`src/rtl/hex_to_pixel_q16_pkg.sv`:
```
// Shared constants, types and saturation helper for the hex-to-pixel stage.
package hex_raster_pkg;

  localparam logic signed [63:0] SQRT3_Q16 = 64'sd113512;

  typedef logic signed [31:0] q16_t;

  typedef enum logic [0:0] {
    IDLE  = 1'b0,
    DRAIN = 1'b1
  } state_e;

  function automatic q16_t sat32(input logic signed [49:0] v);
    if (v > 50'sd2147483647) begin
      return 32'sh7FFF_FFFF;
    end else if (v < -50'sd2147483648) begin
      return 32'sh8000_0000;
    end else begin
      return q16_t'(v[31:0]);
    end
  endfunction

endpackage

```
`src/rtl/hex_to_pixel_q16_if.sv`:
```
// Batch-in and pixel-beat-out handshake bundles for the hex-to-pixel stage.
interface hex_batch_if #(
  parameter int BATCH = 10
);
  logic                  valid_in;
  logic                  ready_in;
  logic [BATCH-1:0]      lane_mask;
  logic [BATCH-1:0][15:0] q;
  logic [BATCH-1:0][15:0] r;
  logic [BATCH-1:0][7:0] depth_in;

  modport master (output valid_in, lane_mask, q, r, depth_in, input ready_in);
  modport slave  (input valid_in, lane_mask, q, r, depth_in, output ready_in);
endinterface

interface hex_pix_if #(
  parameter int BATCH = 10,
  parameter int LW    = ($clog2(BATCH) > 0) ? $clog2(BATCH) : 1
);
  logic               valid_out;
  logic               ready_out;
  logic signed [31:0] x_f;
  logic signed [31:0] y_f;
  logic [7:0]         depth_out;
  logic [LW-1:0]      lane_out;
  logic               last_out;

  modport master (output valid_out, x_f, y_f, depth_out, lane_out, last_out, input ready_out);
  modport slave  (input valid_out, x_f, y_f, depth_out, lane_out, last_out, output ready_out);
endinterface

```
`src/rtl/hex_to_pixel_q16_picker.sv`:
```
// Find-first-set over a lane mask; is_last flags that the chosen bit is the only one left.
module hex_lane_picker #(
  parameter int N = 10,
  parameter int W = (N > 1) ? $clog2(N) : 1
) (
  input  logic [N-1:0] mask_i,
  output logic [W-1:0] idx_o,
  output logic         found_o,
  output logic         last_o
);

  always_comb begin
    idx_o   = '0;
    found_o = 1'b0;
    for (int i = N - 1; i >= 0; i--) begin
      if (mask_i[i]) begin
        idx_o   = W'(i);
        found_o = 1'b1;
      end
    end
    last_o = found_o && ((mask_i & (mask_i - N'(1))) == '0);
  end

endmodule

```
`src/rtl/hex_to_pixel_q16.sv`:
```
// Axial hex (q,r) batch -> per-lane Q16.16 pixel centres, lowest lane first; 2-cycle latency.
// Whole pipeline freezes while an output beat is stalled; a new batch may load during that stall.
module hex_to_pixel_q16
  import hex_raster_pkg::*;
#(
  parameter int          BATCH        = 10,
  parameter logic [31:0] HEX_SIZE_Q16 = 32'h0001_0000
) (
  input  logic       clk,
  input  logic       reset,
  hex_batch_if.slave in_if,
  hex_pix_if.master  out_if
);

  localparam int LW = (BATCH > 1) ? $clog2(BATCH) : 1;

  localparam logic signed [63:0] HEX64 = $signed({32'd0, HEX_SIZE_Q16});
  localparam logic signed [63:0] KX64  = (SQRT3_Q16 * HEX64) >>> 16;
  localparam logic signed [63:0] KY64  = (64'sd3 * HEX64) >>> 1;
  localparam logic signed [49:0] KX    = 50'(KX64);
  localparam logic signed [49:0] KY    = 50'(KY64);

  state_e                  state_q, state_d;
  logic [BATCH-1:0]        mask_q;
  logic [BATCH-1:0][15:0]  q_buf_q;
  logic [BATCH-1:0][15:0]  r_buf_q;
  logic [BATCH-1:0][7:0]   d_buf_q;

  logic [LW-1:0] pick_idx;
  logic          pick_found;
  logic          pick_last;

  logic adv;
  logic load;
  logic issue;

  logic               s1_vld_q;
  logic signed [49:0] s1_px_q;
  logic signed [49:0] s1_py_q;
  logic [7:0]         s1_depth_q;
  logic [LW-1:0]      s1_lane_q;
  logic               s1_last_q;

  logic          vout_q;
  q16_t          x_q;
  q16_t          y_q;
  logic [7:0]    depth_q;
  logic [LW-1:0] lane_q;
  logic          last_q;

  hex_lane_picker #(.N(BATCH), .W(LW)) u_picker (
    .mask_i  (mask_q),
    .idx_o   (pick_idx),
    .found_o (pick_found),
    .last_o  (pick_last)
  );

  assign adv   = !vout_q || out_if.ready_out;
  assign load  = in_if.valid_in && (state_q == IDLE) && (in_if.lane_mask != '0);
  assign issue = (state_q == DRAIN) && adv && pick_found;

  always_ff @(posedge clk) begin
    if (reset) begin
      state_q <= IDLE;
    end else begin
      state_q <= state_d;
    end
  end

  always_comb begin
    state_d = state_q;
    case (state_q)
      IDLE:    if (load) state_d = DRAIN;
      DRAIN:   if (issue && pick_last) state_d = IDLE;
      default: state_d = IDLE;
    endcase
  end

  always_comb begin
    in_if.ready_in = (state_q == IDLE);
  end

  // An all-zero mask is consumed in IDLE without touching the buffer.
  always_ff @(posedge clk) begin
    if (reset) begin
      mask_q  <= '0;
      q_buf_q <= '0;
      r_buf_q <= '0;
      d_buf_q <= '0;
    end else if (load) begin
      mask_q  <= in_if.lane_mask;
      q_buf_q <= in_if.q;
      r_buf_q <= in_if.r;
      d_buf_q <= in_if.depth_in;
    end else if (issue) begin
      mask_q <= mask_q & (mask_q - BATCH'(1));
    end
  end

  logic [15:0]        sel_q;
  logic [15:0]        sel_r;
  logic signed [17:0] t;
  logic signed [49:0] t_w;
  logic signed [49:0] r_w;
  logic signed [49:0] px_d;
  logic signed [49:0] py_d;

  assign sel_q = q_buf_q[pick_idx];
  assign sel_r = r_buf_q[pick_idx];
  assign t     = $signed({sel_q[15], sel_q, 1'b0}) + $signed({{2{sel_r[15]}}, sel_r});
  assign t_w   = 50'(t);
  assign r_w   = 50'($signed(sel_r));
  assign px_d  = t_w * KX;
  assign py_d  = r_w * KY;

  always_ff @(posedge clk) begin
    if (reset) begin
      s1_vld_q   <= 1'b0;
      s1_px_q    <= '0;
      s1_py_q    <= '0;
      s1_depth_q <= '0;
      s1_lane_q  <= '0;
      s1_last_q  <= 1'b0;
    end else if (adv) begin
      s1_vld_q <= issue;
      if (issue) begin
        s1_px_q    <= px_d;
        s1_py_q    <= py_d;
        s1_depth_q <= d_buf_q[pick_idx];
        s1_lane_q  <= pick_idx;
        s1_last_q  <= pick_last;
      end
    end
  end

  logic signed [49:0] px_sh;
  assign px_sh = s1_px_q >>> 1;

  always_ff @(posedge clk) begin
    if (reset) begin
      vout_q  <= 1'b0;
      x_q     <= '0;
      y_q     <= '0;
      depth_q <= '0;
      lane_q  <= '0;
      last_q  <= 1'b0;
    end else if (adv) begin
      vout_q <= s1_vld_q;
      if (s1_vld_q) begin
        x_q     <= sat32(px_sh);
        y_q     <= sat32(s1_py_q);
        depth_q <= s1_depth_q;
        lane_q  <= s1_lane_q;
        last_q  <= s1_last_q;
      end
    end
  end

  assign out_if.valid_out = vout_q;
  assign out_if.x_f       = x_q;
  assign out_if.y_f       = y_q;
  assign out_if.depth_out = depth_q;
  assign out_if.lane_out  = lane_q;
  assign out_if.last_out  = last_q;

endmodule
```
`src/flat_wrapper.sv`:
```
// flat-port wrapper written by rule: the top's interface ports become plain ports
module hex_to_pixel_q16_flat import hex_raster_pkg::*;
#(
  parameter int          BATCH        = 10,
  parameter logic [31:0] HEX_SIZE_Q16 = 32'h0001_0000
)
  (clk, reset, in_if_valid_in, in_if_lane_mask, in_if_q, in_if_r, in_if_depth_in, in_if_ready_in, out_if_valid_out, out_if_x_f, out_if_y_f, out_if_depth_out, out_if_lane_out, out_if_last_out, out_if_ready_out);
  hex_batch_if #(.BATCH(BATCH)) in_if_i ();
  hex_pix_if #(.BATCH(BATCH)) out_if_i ();
  input  logic clk;
  input  logic reset;
  input wire logic [$bits(in_if_i.valid_in)-1:0] in_if_valid_in;
  input wire logic [$bits(in_if_i.lane_mask)-1:0] in_if_lane_mask;
  input wire logic [$bits(in_if_i.q)-1:0] in_if_q;
  input wire logic [$bits(in_if_i.r)-1:0] in_if_r;
  input wire logic [$bits(in_if_i.depth_in)-1:0] in_if_depth_in;
  output wire logic [$bits(in_if_i.ready_in)-1:0] in_if_ready_in;
  output wire logic [$bits(out_if_i.valid_out)-1:0] out_if_valid_out;
  output wire logic [$bits(out_if_i.x_f)-1:0] out_if_x_f;
  output wire logic [$bits(out_if_i.y_f)-1:0] out_if_y_f;
  output wire logic [$bits(out_if_i.depth_out)-1:0] out_if_depth_out;
  output wire logic [$bits(out_if_i.lane_out)-1:0] out_if_lane_out;
  output wire logic [$bits(out_if_i.last_out)-1:0] out_if_last_out;
  input wire logic [$bits(out_if_i.ready_out)-1:0] out_if_ready_out;
  assign in_if_i.valid_in = in_if_valid_in;
  assign in_if_i.lane_mask = in_if_lane_mask;
  assign in_if_i.q = in_if_q;
  assign in_if_i.r = in_if_r;
  assign in_if_i.depth_in = in_if_depth_in;
  assign in_if_ready_in = in_if_i.ready_in;
  assign out_if_valid_out = out_if_i.valid_out;
  assign out_if_x_f = out_if_i.x_f;
  assign out_if_y_f = out_if_i.y_f;
  assign out_if_depth_out = out_if_i.depth_out;
  assign out_if_lane_out = out_if_i.lane_out;
  assign out_if_last_out = out_if_i.last_out;
  assign out_if_i.ready_out = out_if_ready_out;
  hex_to_pixel_q16 #(.BATCH(BATCH), .HEX_SIZE_Q16(HEX_SIZE_Q16)) u_core (.clk(clk), .reset(reset), .in_if(in_if_i), .out_if(out_if_i));
endmodule
```
`config.mk`:
```
export PLATFORM = sky130hd
export DESIGN_NAME = hex_to_pixel_q16_flat
export DESIGN_NICKNAME = d
export VERILOG_FILES = /design/src/rtl/hex_to_pixel_q16_pkg.sv /design/src/rtl/hex_to_pixel_q16_if.sv /design/src/rtl/hex_to_pixel_q16_picker.sv /design/src/rtl/hex_to_pixel_q16.sv /design/src/flat_wrapper.sv
export SDC_FILE = /design/constraint.sdc
export NUM_CORES = 2
export LEC_CHECK = 0
export ABC_CLOCK_PERIOD_IN_PS = 29700
export CAP_MARGIN = 30
export CELL_PAD_IN_SITES_DETAIL_PLACEMENT = 1
export CELL_PAD_IN_SITES_GLOBAL_PLACEMENT = 1
export CORE_MARGIN = 2
export CORE_UTILIZATION = 35
export CTS_CLUSTER_SIZE = 14
export DETAILED_ROUTE_END_ITERATION = 12
export PLACE_DENSITY_LB_ADDON = 0.08
export SYNTH_ARGS = -nofsm -noshare
export SYNTH_HDL_FRONTEND = slang
export SYNTH_SLANG_ARGS = --single-unit
```
`constraint.sdc`:
```
create_clock -name clk -period 29.7 [get_ports clk]
set_clock_uncertainty 0.1 [all_clocks]
set_input_delay 2.97 -clock clk [delete_from_list [all_inputs] [get_ports clk]]
set_output_delay 2.97 -clock clk [all_outputs]
set_load 0.01 [all_outputs]
```
---- Word-level counts from Yosys, hierarchy flattened ----
Index checks and enable logic that the tools add are counted.
storage, ports and cells
  register bits ........................... 571
  bits of input ports ..................... 414
  output and inout bits ................... 79
  logic and storage cells ................. 103
operators by class
  add/subtract/negate cells ............... 2
  multiply operators ...................... 2
  order comparisons ....................... 5
  mux-type cells .......................... 35
  bitwise gates (word level) .............. 2
  reduce and logical (&&, ||, !) cells .... 13
operators with widths
  kind                    number
  $bmux 16 s4             2
  $mux 32                 4
  $gt 50x32->1 const B    1
  $lt 50x32->1 const B    1
  $mux 4                  10
  $gt 35x32->1 const B    1
  $lt 35x32->1 const B    1
  $mul 18x15->33 const B  1
  $bmux 8 s4              1
  $mux 16                 2
  $mux 10                 2
  $mul 16x3->19 const B   1
  $add 17x16->18          1
  $mux 1                  12
  $and 10x10->10          1
  $logic_not 10->1        1
  $reduce_bool 10->1      1
  $sub 10x1->10 const B   1
  $mux 8                  1
  $logic_and 1x1->1       6
  $lt 4x5->1 const B      1
  $reduce_and 2->1        2
  $pmux 1 s2              1
  $reduce_bool 2->1       1
  other kinds (3)         3

---- Longest topological paths before layout ----
  depth in word-level cells ............... 14
  gate-level depth with buffers ........... 42
  gate-level depth less buffers ........... 38

---- Hierarchy ----
From an unflattened synthesis, not the netlist that was laid out.
second synthesis, totals
  cells, all modules ...................... 3419
  area, all modules ....................... 29132.9 µm²
modules (own cells, without submodules)
  module            times used  cells an instance  area an instance (µm²)  seq. area each (µm²)
  hex_to_pixel_q16  1           3388               28924.0                 10790.3
  hex_lane_picker   1           31                 209.0                   0.0

---- Worst setup path after synthesis ----
Ideal clock, no wire load.
  kind .................................... register to register
  start ................................... register u_core.mask_q[8]
  end ..................................... register u_core.s1_px_q[35] (netlist name)
  library setup time ...................... 0.117 ns
  arrival time ............................ 10.141 ns
  required time ........................... 29.483 ns
  slack ................................... 19.342 ns
  stages on the path, launching flop included .. 40
  buffers on the path ..................... 4
  period minus slack after synthesis ...... 10.358 ns
  cell sequence ........................... dfxtp_1 -> buf_2 -> nand2b_1 -> a21oi_1 -> o21bai_2 -> a221oi_4 -> buf_4 -> buf_2 -> buf_4 -> mux2i_1 -> o21ai_0 -> ha_1 -> fa_1 -> a211oi_1 -> o21ai_0 -> a21oi_1 -> o21ai_0 -> o41ai_1 -> (+4 left out) -> inv_1 -> fa_1 -> inv_1 -> fa_1 -> fa_1 -> fa_1 -> inv_1 -> fa_1 -> inv_1 -> ha_1 -> and3_1 -> and4_1 -> a32oi_2 -> a211oi_1 -> a2111oi_2 -> a31oi_1 -> xnor2_1 -> a22o_1
on the way
  cells in the longest elaborated chain, start to end .. 13
  elaborated cells between the ends (all ways) .. 26
  classes of those cells .................. add/sub (1); mul (1); mux (22); reduce/logical (2)
ends and longest elaborated chain
  what                            RTL line                                          text
  start: declaration              hex_to_pixel_q16.sv:24                            logic [BATCH-1:0] mask_q;
  start signal: assignment        hex_to_pixel_q16.sv:91                            mask_q <= in_if.lane_mask;
  start signal: assignment        hex_to_pixel_q16.sv:96                            mask_q <= mask_q & (mask_q - BATCH'(1));
  $mux 4 (9 in a row)             hex_to_pixel_q16_picker.sv:16                     if (mask_i[i]) begin
  $bmux 16 s4 (on tied branches)  hex_to_pixel_q16.sv:109, hex_to_pixel_q16.sv:108
  $mux 16 (on tied branches)      hex_to_pixel_q16.sv:109, hex_to_pixel_q16.sv:108
  $add 17x16->18                  hex_to_pixel_q16.sv:110                           assign t = $signed({sel_q[15], sel_q, 1'b0}) + $signed({{2{sel_r[15]}}, sel_r});
  $mul 18x15->33                  hex_to_pixel_q16.sv:113                           assign px_d = t_w * KX;
Several ways; a longest one is shown, not always the timed one. The select of a mux whose other input is x is not followed.
A chain may end at the register's enable or synchronous reset.

---- Worst setup path after layout ----
  start ................................... register u_core.mask_q[8]
  end ..................................... register u_core.s1_px_q[35] (netlist name)
on the way
  cells in the longest elaborated chain, start to end .. 13
  elaborated cells between the ends (all ways) .. 26
  classes of those cells .................. add/sub (1); mul (1); mux (22); reduce/logical (2)
ends and longest elaborated chain
  what                            RTL line
  $mux 4 (9 in a row)             hex_to_pixel_q16_picker.sv:16
  $bmux 16 s4 (on tied branches)  hex_to_pixel_q16.sv:109, hex_to_pixel_q16.sv:108
  $mux 16 (on tied branches)      hex_to_pixel_q16.sv:109, hex_to_pixel_q16.sv:108
  $add 17x16->18                  hex_to_pixel_q16.sv:110
  $mul 18x15->33                  hex_to_pixel_q16.sv:113
Several ways; a longest one is shown, not always the timed one. The select of a mux whose other input is x is not followed.

==> results_dict.tcl <==
set metrics [dict create \
    tns_ps 0 \
    end_kind "register" \
    timing_worst_setup_path_type "reg2reg" \
    netlist_top_cells_area "sky130_fd_sc_hd__dfxtp_1 36%, sky130_fd_sc_hd__nand2_1 16%, sky130_fd_sc_hd__a21oi_1 9.7%, sky130_fd_sc_hd__fa_1 8.9%, sky130_fd_sc_hd__ha_1 6.5%" \
    cts-htree-levels 2 \
    maxCapViolations 0 \
    final-max-slew-violation-count 0 \
    syn_to_final_growth_pct 25.8 \
    mostFrequentLayoutCells "1236 x sky130_fd_sc_hd__nand2_1, 576 x sky130_fd_sc_hd__a21oi_1, 539 x sky130_fd_sc_hd__dfxtp_1" \
    run_status "finished clean" \
    postSynthRegisterBits 539 \
    tritoncts "done" \
    setup_crit_start_kind "register" \
    path_clk_slew_ps 60 \
    finalSetupViolCount 0 \
    synth.cell_area_um2 29800 \
    grt_first_pass_wirelength_um 176000 \
    top_ff_cell_synth "sky130_fd_sc_hd__dfxtp_1" \
    detail_route.wirelength_um 118000 \
    synth.avg_cell_area_um2 7.65 \
    min_period_ps 11760 \
    grt_setup_unrepaired "no" \
    route.detailed.drc 0 \
    setup.worst_path.start "u_core.mask_q[8]" \
    synth.distinct_cells 65 \
    path_max_fanout 61 \
    vias_per_cell 5.16 \
    worstMarginPinSlew_ps 1040 \
    endpoint "u_core.s1_px_q[35]" \
    synth_warnings 0 \
    layout.cells.most_common "sky130_fd_sc_hd__nand2_1" \
    drt_iter0_markers 1587 \
    min_path_type "reg2reg" \
    fillerInstances 10340 \
    largest_buffer_count_on_any_clock_path 3 \
    floorplan.die.width_um 296 \
    r2r.worst_path.cells 39 \
    regToRegStartpoint "u_core.mask_q[8]" \
    cts.repair_timing.setup_buffer_count 0 \
    drtAntennaViolNets 0 \
    r2r_setup_slack_ps 17940 \
    worst-endpoint-arrival_ps 12170 \
    placement.io_buffers 492 \
    yosys_top_cell_area_share_pct 36.2 \
    layout.area.seq_um2 10800 \
    groute.usage.overall_pct 26.5 \
    antenna_violations_before_repair 18 \
    grt_max_degree 205 \
    multi_input_area_um2 17100 \
    cts_root_buf "sky130_fd_sc_hd__clkbuf_16" \
    worst_hold_startpoint "u_core.s1_py_q[23]" \
    postCtsHoldBufs 0 \
    fp-row-count 107 \
    report.final.hold_viol_count 0 \
    worst_hold_stages 2 \
    number_of_synthesized_flops_with_an_enable_pin 0 \
    clkLatencyLatePin_ps 660 \
    grt_pass1_vias 28580 \
    vias 27982 \
    io-pin-count 493 \
    critPathMostFrequentCell "sky130_fd_sc_hd__fa_1" \
    initial_core_util_pct 35.2 \
    wire_per_inst_um 21.7 \
    cts_made_buffers 59 \
    detailed_place_hpwl_um 89000 \
    die_h_um 296 \
    syn-instance-count 3899 \
    die_area_um2 87600 \
    synth_sequential_area_ratio_pct 36.2 \
    synth_fp_nets 4602 \
    grt_overflow 0 \
    timing.max_slew.rel_slack_pct 31.0 \
    fp.coreArea_um2 84900 \
    reg2reg_to "u_core.s1_px_q[35]" \
    routability_cong 0.893 \
    cts_sinks 539 \
    fmax_mhz 85.1 \
    synth_largest_area_cell "sky130_fd_sc_hd__dfxtp_1" \
    worst_ep_required_time_ps 30110 \
    number_of_gates_given_a_new_drive_strength_after_cts 0 \
    slowest_delay_ps 670 \
    drive_gt1_share_pct 3.79 \
    finish.net_count 4929 \
    ys_async_sr_fraction_pct 0 \
    critical_path_top_delay_cell "sky130_fd_sc_hd__buf_4" \
    final.period_utilization_pct 39.6 \
    drtPass1Iterations 5 \
]
## synthesized netlist by cell type (all sizes together), types with 3 or more instances
cell type,n
a211oi,56
a21o,20
a21oi,578
a221oi,3
a22o,5
a22oi,6
a311oi,28
a31oi,8
a41oi,3
and2,43
and3,41
buf,60
clkbuf,208
dfxtp,539
fa,133
ha,156
inv,241
mux2i,35
nand2,1239
nand2b,6
nand3,75
nand3b,13
nor2,88
nor2b,4
nor3,23
nor4,11
o2111ai,4
o211a,3
o211ai,9
o21a,8
o21ai,130
o21bai,9
o311ai,5
o31ai,3
or3,5
or4,19
xnor2,38
xor2,15
## per-layer routing
layer	vias up	wire, µm	global-route usage (%)
met1	13683	51800	34.7
met2	618	56200	44.4
met4	10	4120	9.28
met3	165	5780	3.96
met5	-	60	0
li1	13506	-	-
## worst max-delay path: cells and delay by family (launching register included)
kind	cells	cell delay [ps]
simple gates	5	1070
compound gates	17	4300
xor+xnor	1	180
flops	1	540
fa+ha+maj	9	3880
buf+inv	7	1540
## cell families (layout without fill, tap and decap cells)
| kind of cell | count (synthesis) | after routing | synth area share (%) |
|---|---|---|---|
| DFF | 539 | 539 | 36.2 |
| xor gates and xnor gates | 53 | 53 | 1.56 |
| AOI/OAI and AO/OA | 894 | 894 | 17.0 |
| and+or+nand+nor | 1577 | 1577 | 21.8 |
| muxes | 36 | 36 | 1.21 |
| buffers and inverters | 509 | 885 | 6.82 |
| other | 0 | 7 | 0 |
| adders and majority gates | 291 | 291 | 15.5 |
## flip-flops by register name (all words and copies together), names as in the netlist
register,count
u_core.mask_q,10
u_core.q_buf_q,160
u_core.s1_px_q,32
u_core.state_q,1
u_core.out_if.last_out,1
u_core.out_if.lane_out,4
u_core.out_if.depth_out,8
u_core.s1_last_q,1
u_core.d_buf_q,80
u_core.s1_depth_q,8
u_core.s1_py_q,19
u_core.out_if.y_f,18
u_core.r_buf_q,160
u_core.s1_vld_q,1
u_core.s1_lane_q,4
u_core.out_if.valid_out,1
u_core.out_if.x_f,31
## layout make-up
| class | count | area share, % |
|---|---|---|
| multi-input cells | 2851 | 45.6 |
| flip-flops and latches | 539 | 28.7 |
| repair buffers | 534 | 14.2 |
| clock buffers | 94 | 4.74 |
| well taps | 1144 | 3.81 |
| inverters | 241 | 2.41 |
| clock inverters | 16 | 0.417 |
| diodes | 7 | 0.0467 |
## how the worst min path moves through the flow
stage,to,slack [ps]
floorplan,u_core.s1_depth_q[0],320
finish,u_core.s1_py_q[23],350
CTS,u_core.s1_px_q[28],350
global route,u_core.out_if.x_f[7],370
global placement,u_core.s1_px_q[12],340
detailed placement,u_core.s1_px_q[28],340
## stage by stage
step | hold slack, ps | cells | setup WS [ps] | instance area (µm²) | utilization, %
2_1_floorplan | 325 | 3899 | 19340 | 29800 | -
3_3_place_gp | 337 | 5304 | 18240 | 35500 | 41.8
3_5_place_dp | 342 | 5307 | 17920 | 35600 | 41.9
4_1_cts | 351 | 5417 | 17790 | 37500 | 44.2
5_1_grt | 367 | 5424 | 17030 | 37500 | 44.2
6_report | 347 | 5426 | 17940 | 37500 | 44.2
Power is left out: the tool's default activity adds up to more than one toggle a clock period on the data nets, which glitch-free logic cannot reach.
